`src/rtl/ro_puf_pkg.sv`:
```
// Shared definitions for the RO PUF measurement stage: FSM states,
// default sizing constants and the timer width helper.
package ro_puf_pkg;

  typedef enum logic [1:0] {
    IDLE   = 2'd0,
    SETTLE = 2'd1,
    COUNT  = 2'd2,
    DONE   = 2'd3
  } state_t;

  localparam int DEF_CNT_W         = 16;
  localparam int DEF_SETTLE_CYCLES = 4;
  localparam int DEF_WINDOW_CYCLES = 1024;

  // Width needed by the shared down-counting timer so that it can hold the
  // longer of the two phase lengths.
  function automatic int timerWidth(input int settleCycles, input int windowCycles);
    int maxVal;
    maxVal = (settleCycles > windowCycles) ? settleCycles : windowCycles;
    return $clog2(maxVal + 1);
  endfunction

endpackage

```
`src/rtl/ro_edge_counter.sv`:
```
// One oscillator channel: 2-flop synchronizer, rising-edge detector and a
// saturating edge counter with a sticky saturation flag. The outputs show
// the value the counter and flag take at the next clock edge, so the
// parent can capture a result that includes an edge seen in the final
// counting cycle.
module ro_edge_counter
  import ro_puf_pkg::*;
#(
  parameter int CNT_W = DEF_CNT_W
) (
  input  logic             i_clock,
  input  logic             i_reset,
  input  logic             i_ro,
  input  logic             i_clear,
  input  logic             i_countEn,
  output logic [CNT_W-1:0] o_countNext,
  output logic             o_satNext
);

  localparam logic [CNT_W-1:0] CNT_MAX = '1;

  logic             r_sync1;
  logic             r_sync2;
  logic             r_prev;
  logic [CNT_W-1:0] r_count;
  logic             r_sat;
  logic             w_edge;

  assign w_edge = r_sync2 & ~r_prev;

  // Bring the asynchronous oscillator into the clock domain and keep the
  // previous synchronized value for edge detection.
  always_ff @(posedge i_clock) begin
    if (i_reset) begin
      r_sync1 <= 1'b0;
      r_sync2 <= 1'b0;
      r_prev  <= 1'b0;
    end else begin
      r_sync1 <= i_ro;
      r_sync2 <= r_sync1;
      r_prev  <= r_sync2;
    end
  end

  // Next counter state: clear wins, otherwise count enabled edges and stop
  // at the ceiling, flagging any edge that arrives once the ceiling is hit.
  always_comb begin
    o_countNext = r_count;
    o_satNext   = r_sat;
    if (i_clear) begin
      o_countNext = '0;
      o_satNext   = 1'b0;
    end else if (i_countEn && w_edge) begin
      if (r_count == CNT_MAX) begin
        o_satNext = 1'b1;
      end else begin
        o_countNext = r_count + CNT_W'(1);
      end
    end
  end

  // Counter and sticky saturation registers.
  always_ff @(posedge i_clock) begin
    if (i_reset) begin
      r_count <= '0;
      r_sat   <= 1'b0;
    end else begin
      r_count <= o_countNext;
      r_sat   <= o_satNext;
    end
  end

endmodule

```
`src/rtl/ro_pair_compare.sv`:
```
// Ring-oscillator pair measurement stage. Enables both oscillators, lets
// the synchronizers settle, counts edges of each over a fixed window and
// publishes the comparison as one PUF response bit with raw counts and
// tie/saturation flags, under a Start/Busy/Done handshake.
module ro_pair_compare
  import ro_puf_pkg::*;
#(
  parameter int CNT_W         = DEF_CNT_W,
  parameter int SETTLE_CYCLES = DEF_SETTLE_CYCLES,
  parameter int WINDOW_CYCLES = DEF_WINDOW_CYCLES
) (
  input  logic             Clk,
  input  logic             Reset,
  input  logic             Start,
  input  logic             RO_a,
  input  logic             RO_b,
  output logic             RO_en,
  output logic             Busy,
  output logic             Done,
  output logic             Response,
  output logic             Tie,
  output logic             Sat,
  output logic [CNT_W-1:0] Count_a,
  output logic [CNT_W-1:0] Count_b
);

  localparam int TIMER_W = timerWidth(SETTLE_CYCLES, WINDOW_CYCLES);
  localparam logic [TIMER_W-1:0] SETTLE_LOAD = TIMER_W'(SETTLE_CYCLES - 1);
  localparam logic [TIMER_W-1:0] WINDOW_LOAD = TIMER_W'(WINDOW_CYCLES - 1);

  state_t             r_state;
  state_t             w_nextState;
  logic [TIMER_W-1:0] r_timer;
  logic [TIMER_W-1:0] w_timerNext;
  logic               w_clear;
  logic               w_countEn;
  logic               w_latch;
  logic [CNT_W-1:0]   w_countNextA;
  logic [CNT_W-1:0]   w_countNextB;
  logic               w_satNextA;
  logic               w_satNextB;

  ro_edge_counter #(.CNT_W(CNT_W)) u_counterA (
    .i_clock     (Clk),
    .i_reset     (Reset),
    .i_ro        (RO_a),
    .i_clear     (w_clear),
    .i_countEn   (w_countEn),
    .o_countNext (w_countNextA),
    .o_satNext   (w_satNextA)
  );

  ro_edge_counter #(.CNT_W(CNT_W)) u_counterB (
    .i_clock     (Clk),
    .i_reset     (Reset),
    .i_ro        (RO_b),
    .i_clear     (w_clear),
    .i_countEn   (w_countEn),
    .o_countNext (w_countNextB),
    .o_satNext   (w_satNextB)
  );

  // State and shared phase timer registers.
  always_ff @(posedge Clk) begin
    if (Reset) begin
      r_state <= IDLE;
      r_timer <= '0;
    end else begin
      r_state <= w_nextState;
      r_timer <= w_timerNext;
    end
  end

  // Next state, timer reload/decrement and the handshake/enable outputs.
  // The timer counts down to zero in each timed phase; zero ends the phase.
  always_comb begin
    w_nextState = r_state;
    w_timerNext = r_timer;
    w_clear     = 1'b0;
    w_countEn   = 1'b0;
    w_latch     = 1'b0;
    RO_en       = 1'b0;
    Busy        = 1'b0;
    Done        = 1'b0;
    case (r_state)
      IDLE: begin
        if (Start) begin
          w_nextState = SETTLE;
          w_clear     = 1'b1;
          w_timerNext = SETTLE_LOAD;
        end
      end
      SETTLE: begin
        RO_en = 1'b1;
        Busy  = 1'b1;
        if (r_timer == '0) begin
          w_nextState = COUNT;
          w_timerNext = WINDOW_LOAD;
        end else begin
          w_timerNext = r_timer - TIMER_W'(1);
        end
      end
      COUNT: begin
        RO_en     = 1'b1;
        Busy      = 1'b1;
        w_countEn = 1'b1;
        if (r_timer == '0) begin
          w_nextState = DONE;
          w_latch     = 1'b1;
        end else begin
          w_timerNext = r_timer - TIMER_W'(1);
        end
      end
      DONE: begin
        Busy        = 1'b1;
        Done        = 1'b1;
        w_nextState = IDLE;
      end
      default: begin
        w_nextState = IDLE;
      end
    endcase
  end

  // Result registers, captured on the last counting edge so they are valid
  // during the Done cycle and held until the next run completes.
  always_ff @(posedge Clk) begin
    if (Reset) begin
      Count_a  <= '0;
      Count_b  <= '0;
      Response <= 1'b0;
      Tie      <= 1'b0;
      Sat      <= 1'b0;
    end else if (w_latch) begin
      Count_a  <= w_countNextA;
      Count_b  <= w_countNextB;
      Response <= (w_countNextA > w_countNextB);
      Tie      <= (w_countNextA == w_countNextB);
      Sat      <= w_satNextA | w_satNextB;
    end
  end

endmodule

```
`config.mk`:
```
export PLATFORM = sky130hd
export DESIGN_NAME = ro_pair_compare
export DESIGN_NICKNAME = d
export VERILOG_FILES = /design/src/rtl/ro_puf_pkg.sv /design/src/rtl/ro_edge_counter.sv /design/src/rtl/ro_pair_compare.sv
export SDC_FILE = /design/constraint.sdc
export NUM_CORES = 1
export LEC_CHECK = 0
export BUFFER_PORTS_ARGS = -buffer_cell sky130_fd_sc_hd__clkbuf_2
export CAP_MARGIN = 40
export CORE_ASPECT_RATIO = 1.5
export CORE_MARGIN = 10
export CORE_UTILIZATION = 40
export DETAILED_ROUTE_END_ITERATION = 16
export SLEW_MARGIN = 20
export SYNTH_ARGS = -nofsm -noshare
export SYNTH_HDL_FRONTEND = slang
export SYNTH_SLANG_ARGS = --single-unit
```
`constraint.sdc`:
```
create_clock -name Clk -period 7.4 [get_ports Clk]
set_input_delay 0.74 -clock Clk [delete_from_list [all_inputs] [get_ports Clk]]
set_output_delay 0.74 -clock Clk [all_outputs]
set_load 0.005 [all_outputs]
```
# Yosys cells after proc, flatten, opt, wreduce, memory -nomap -nowiden
# Cells that the tools add are included.
word_totals:
  register_bits: 88
  out_inout_bits: 38
  word_cells: 73
  input_bits: 5
op_classes:
  bitwise_logic: 5
  order_cmp: 1
  addsub: 3
  n_reduce_logical: 9
  eq_ne: 10
  muxes: 28
ops:
  columns: ["cell", "count"]
  rows:
  - ["16-bit 2-to-1 mux", 6]
  - ["11-bit 2-to-1 mux", 3]
  - ["11-bit case mux with 3 select lines", 1]
  - ["16-bit by 1-bit adder with 16-bit output, second input constant", 2]
  - ["16-bit == test, second input constant", 2]
  - ["16-bit == test", 1]
  - ["16-bit greater-than comparator", 1]
  - ["1-bit 2-to-1 mux", 14]
  - ["11-bit zero test", 1]
  - ["11-bit by 1-bit subtractor with 11-bit output, second input constant", 1]
  - ["2-bit inequality test, second input constant", 4]
  - ["2-bit case mux with 4 select lines", 1]
  - ["2-bit 2-to-1 mux", 3]
  - ["3-bit AND reduction", 2]
  - ["2-bit == test, second input constant", 2]
  - ["3-bit nonzero test", 1]
  - ["3-bit OR reduction", 1]
  - ["1-bit bitwise AND", 2]
  - ["2-bit by 1-bit == test with 1-bit output, second input constant", 1]
  - ["1-bit logical AND", 2]
  - ["2-bit zero test", 1]
  - ["1-bit NOT", 2]
  - ["2-bit OR reduction", 1]
  - ["1-bit OR", 1]

# Depth between registers and ports, before layout
depth:
  word_depth: 6
  ltp_mapped: 14
  depth_no_buf: 13

# Cells and area by module
# Synthesis repeated with hierarchy kept, for this count alone.
hier_totals:
  hier_cells: 616
  area_unflattened_um2: 4860.9
by_module_without_submodules:
  columns: ["module", "seq_area_each_um2", "cells_per_inst", "n_inst", "area_per_inst_um2"]
  rows:
  - ["ro_pair_compare", 960.9, 324, 1, 2523.7]
  - ["ro_edge_counter", 400.4, 146, 2, 1168.6]

# Worst setup path after synthesis
# OpenSTA, ideal clock, no wires.
synth_path:
  kind: "reg2reg"
  from: "register r_state[0]"
  to: "register Response"
  synth_period_minus_slack_ns: 3.048
  n_path_buf: 2
  arrival_ns: 2.947
  setup_slack_ns: 4.352
  t_required_ns: 7.299
  path_stages_with_launch: 14
  setup_time_ns: 0.101
  cell_sequence: "dfxtp_1 > inv_1 > ha_1 > buf_2 > or4b_1 > clkbuf_1 > o211a_1 > a41oi_1 > nand2_1 > ha_1 > nand4_1 > a2111oi_0 > nor3_1 > o41ai_1"
synth_via:
  elab_chain_cells: 6
  word_cells_on_any_way: 12
  cone_classes: "1 x order compare; 1 x eq/ne; 7 x mux; 3 x reduce/logical"
synth_lines:
  columns: ["element", "line_no", "source"]
  rows:
  - ["start: declaration", "ro_pair_compare.sv:31", "state_t r_state;"]
  - ["start signal: assignment", "ro_pair_compare.sv:69", "r_state <= w_nextState;"]
  - ["2-bit == test", "ro_pair_compare.sv:85", "case (r_state)"]
  - ["1-bit 2-to-1 mux", "ro_pair_compare.sv:85", null]
  - ["1-bit logical AND", "ro_edge_counter.sv:53", "end else if (i_countEn && w_edge) begin"]
  - ["16-bit 2-to-1 mux", "ro_edge_counter.sv:53", null]
  - ["16-bit 2-to-1 mux *", "ro_edge_counter.sv:50", "if (i_clear) begin"]
  - ["via u_counterA.o_countNext[15]", "ro_edge_counter.sv:16", "output logic [CNT_W-1:0] o_countNext,"]
  - ["16-bit greater-than comparator *", "ro_pair_compare.sv:137", "Response <= (w_countNextA > w_countNextB);"]
  - ["end signal: assignment", "ro_pair_compare.sv:137", null]
  - ["end: declaration", "ro_pair_compare.sv:20", "output logic Response,"]
# The timed path passes the listed nets; every way through them passes the cells marked *.
# A chain may end at the register's enable or synchronous reset.

# Final worst setup path
# Same ends and word-level chain as after synthesis.

==> impl_metrics.json <==
{
  "track_usage_pct": 14.1,
  "clk_latency_ps": 350,
  "worstPathArrival_ps": 3720,
  "status": "finished clean",
  "syn-num-nets": 531,
  "final_area_mm2": 0.00484,
  "synth-simple-area-share_pct": 29.1,
  "dpl.hpwl_mm": 8.00,
  "synth_fa_ha_area_share_pct": 6.83,
  "die_width_um": 104,
  "crit_type": "reg -> reg",
  "port_buffers": 42,
  "globalplace.congestion": 0.869,
  "finalSetupTns_ps": 0,
  "synthArstFlopShare_pct": 0,
  "cts_resized": 0,
  "wirelength_mm": 10.7,
  "synth_top_family_by_area": "simple AND/OR/NAND/NOR gates",
  "final_cell_mix": "dfxtp_1, nor2_1, nand2_1",
  "std_cell_rows": 45,
  "synthMuxAreaShare_pct": 1.46,
  "cp.depth": 11,
  "timing.fmax_mhz": 288,
  "tightest_slew_ps": 794,
  "fp.dieArea_mm2": 0.0151,
  "antenna_found_initial": 0,
  "cts_tree": "yes",
  "reg2reg_depth": 11,
  "dr.pass1.iters": 5,
  "start_kind": "flop",
  "hold_viol": 0,
  "path_cells": "inv_1, ha_1, or4b_1, nor4_1, xnor2_1, nor2_1, ha_1, nand4_1, a2111oi_0, nor3_1, o41ai_1",
  "via_count": 3727,
  "clock_skew_ps": 7.52,
  "postCtsSetupRepairBufs": 0,
  "ant_nets": 0,
  "wire_per_inst_um": 15.7,
  "setup_viol": 0,
  "crit_family": "simple AND/OR/NAND/NOR gates",
  "nNetsFinal": 568,
  "synth.ff_latch_count": 88,
  "syn2layout_area_growth_pct": 14.9,
  "cts_root_buffer": "clkbuf_16",
  "ir_drop_mv": 0.169,
  "numCtsBuffers": 9,
  "setup_slack_ps": 3920,
  "path_buf_inv": 1,
  "path_max_fanout": 9,
  "timing.rr.start": "r_state[0]",
  "ys_warn_count": 0,
  "worstSetupStartpoint": "r_state[0]",
  "grt.overflow.total": 0,
  "drv_slew": 0,
  "p_leak_nw": 1.86,
  "drc": 0,
  "rsz0062_at_grt": "false",
  "synth_xor_area_share_pct": 4.78,
  "power_w": 0.00136,
  "holdBufCountCts": 0,
  "cpMostUsedCell": "ha_1",
  "ioPinCount": 43,
  "placed_area_mm2": 0.00455,
  "synth_edf_count": 0,
  "post-route-period-util_pct": 47.0,
  "drtIter0Drc": 227,
  "antenna_cells": 0,
  "synth_compound_area_share_pct": 13.5,
  "crit_path_top_delay_cell": "or4b_1",
  "worstPathRequired_ps": 7650,
  "grt_pass1_vias": 3570,
  "worst_hold_slack_ps": 439,
  "ys.flop_type": "dfxtp_1",
  "start_util_pct": 41.3,
  "die_h_um": 146,
  "post-route-min-period_ps": 3480,
  "cp-endpoint": "Response",
  "power_density_mw_per_mm2": 280,
  "hp-class": "reg -> reg",
  "relSlewSlack_pct": 47.1,
  "layout_commonest_cell": "dfxtp_1",
  "grt_first_pass_wirelength_mm": 17.6,
  "cts.sinks": 88,
  "cp-end-kind": "flop",
  "ys_seq_area_share_pct": 41.8,
  "timing.rr.end": "Response",
  "syn_area_mm2": 0.00421,
  "clk_path_buf_depth": 2,
  "h-tree-depth": 3,
  "place_ws_ps": 3910,
  "drv_cap": 0,
  "grt_start_max_net_pins": 32,
  "drive_gt1_share_pct": 14.0,
  "clk_pin_slew_worst_paths_ps": 60,
  "viasPerCell": 5.45,
  "yosysUniqueCellTypes": 55,
  "reg2reg_slack_ps": 3920,
  "syn_area_per_cell_um2": 8.38,
  "core_mm2": 0.0102,
  "synthCells": 503,
  "slowest_delay_ps": 620
}
flip-flops by register name, summed over array words and instances, names as in the netlist, 2 cells and up:
signal              cells
r_state                 2
u_counterA.r_count     16
r_timer                11
Count_a                16
Count_b                16
u_counterB.r_count     16
metrics by stage:
stage,util [%],std cells
2_1_floorplan,-,503
5_1_grt,47.5,684
3_5_place_dp,44.6,670
4_1_cts,47.5,684
3_3_place_gp,44.6,670
6_report,47.5,684
cells by family after synthesis:
logic type | Yosys count
AND/OR/NAND/NOR | 241
multiplexers | 6
XOR/XNOR | 23
adder cells (fa/ha/maj) | 23
buffers and inverters | 27
flip-flops | 88
AO/OA/AOI/OAI | 95
metal layers:
| metal | part of all wire [%] | vias to the layer above | GRT usage, % |
|---|---|---|---|
| met5 | 0 | - | 0 |
| met3 | 4.6 | 21 | 3.41 |
| li1 | - | 1855 | - |
| met4 | 2.6 | 0 | 7.33 |
| met1 | 41 | 1758 | 15.2 |
| met2 | 51 | 93 | 24.9 |
area by class of cell:
type | count | area [µm²]
inverter | 9 | 33.8
clock inverter | 3 | 42.5
sequential | 88 | 1760
tap | 141 | 176
timing repair buffer | 44 | 225
fill | 1035 | 5350
clock buffer | 11 | 253
multi-input combinational | 388 | 2350
worst reg2reg max path, delay by kind of cell (launching register included):
family | cells | cell delay, ps
xor+xnor | 1 | 280
buf+inv | 1 | 90
compound gates | 2 | 670
flops | 1 | 350
fa+ha+maj | 2 | 710
simple gates | 5 | 1290
worst min-delay path by stage:
| stage | from | to | cells past startpoint | slack (ps) |
|---|---|---|---|---|
| after detailed placement | u_counterB.r_sync1 | u_counterB.r_sync2 | 1 | 430 |
| after global routing | u_counterB.r_sync1 | u_counterB.r_sync2 | 1 | 470 |
| final | u_counterB.r_sync1 | u_counterB.r_sync2 | 1 | 440 |
| after global placement | u_counterB.r_sync1 | u_counterB.r_sync2 | 1 | 420 |
| after CTS | u_counterB.r_sync1 | u_counterB.r_sync2 | 1 | 440 |
| after floorplan | u_counterA.r_sync1 | u_counterA.r_sync2 | 1 | 410 |
Yosys cell counts, types with 7 or more instances:
| cell type | number | area, µm² |
|---|---|---|
| xnor2_1 | 20 | 175 |
| nor4_1 | 9 | 56.3 |
| nor2_1 | 70 | 263 |
| clkbuf_1 | 16 | 60.1 |
| inv_1 | 9 | 33.8 |
| nand3_1 | 17 | 85.1 |
| o21ai_0 | 13 | 65.1 |
| a21oi_1 | 18 | 90.1 |
| a31oi_1 | 7 | 43.8 |
| or2_2 | 9 | 56.3 |
| nand2_1 | 59 | 221 |
| dfxtp_1 | 88 | 1760 |
| nor2b_1 | 9 | 56.3 |
| nand4_1 | 14 | 87.6 |
| nor3_1 | 14 | 70.1 |
| ha_1 | 23 | 288 |
| o21ai_1 | 33 | 165 |
where the power goes:
group	switching [W]	internal, W	total (W)	leakage (nW)
clock	0.000175	0.000275	0.000450	0.143
sequential	0.0000299	0.000501	0.000531	0.711
combinational	0.000248	0.000127	0.000374	1.01
Note: power is estimated with default switching activity, not from simulation.
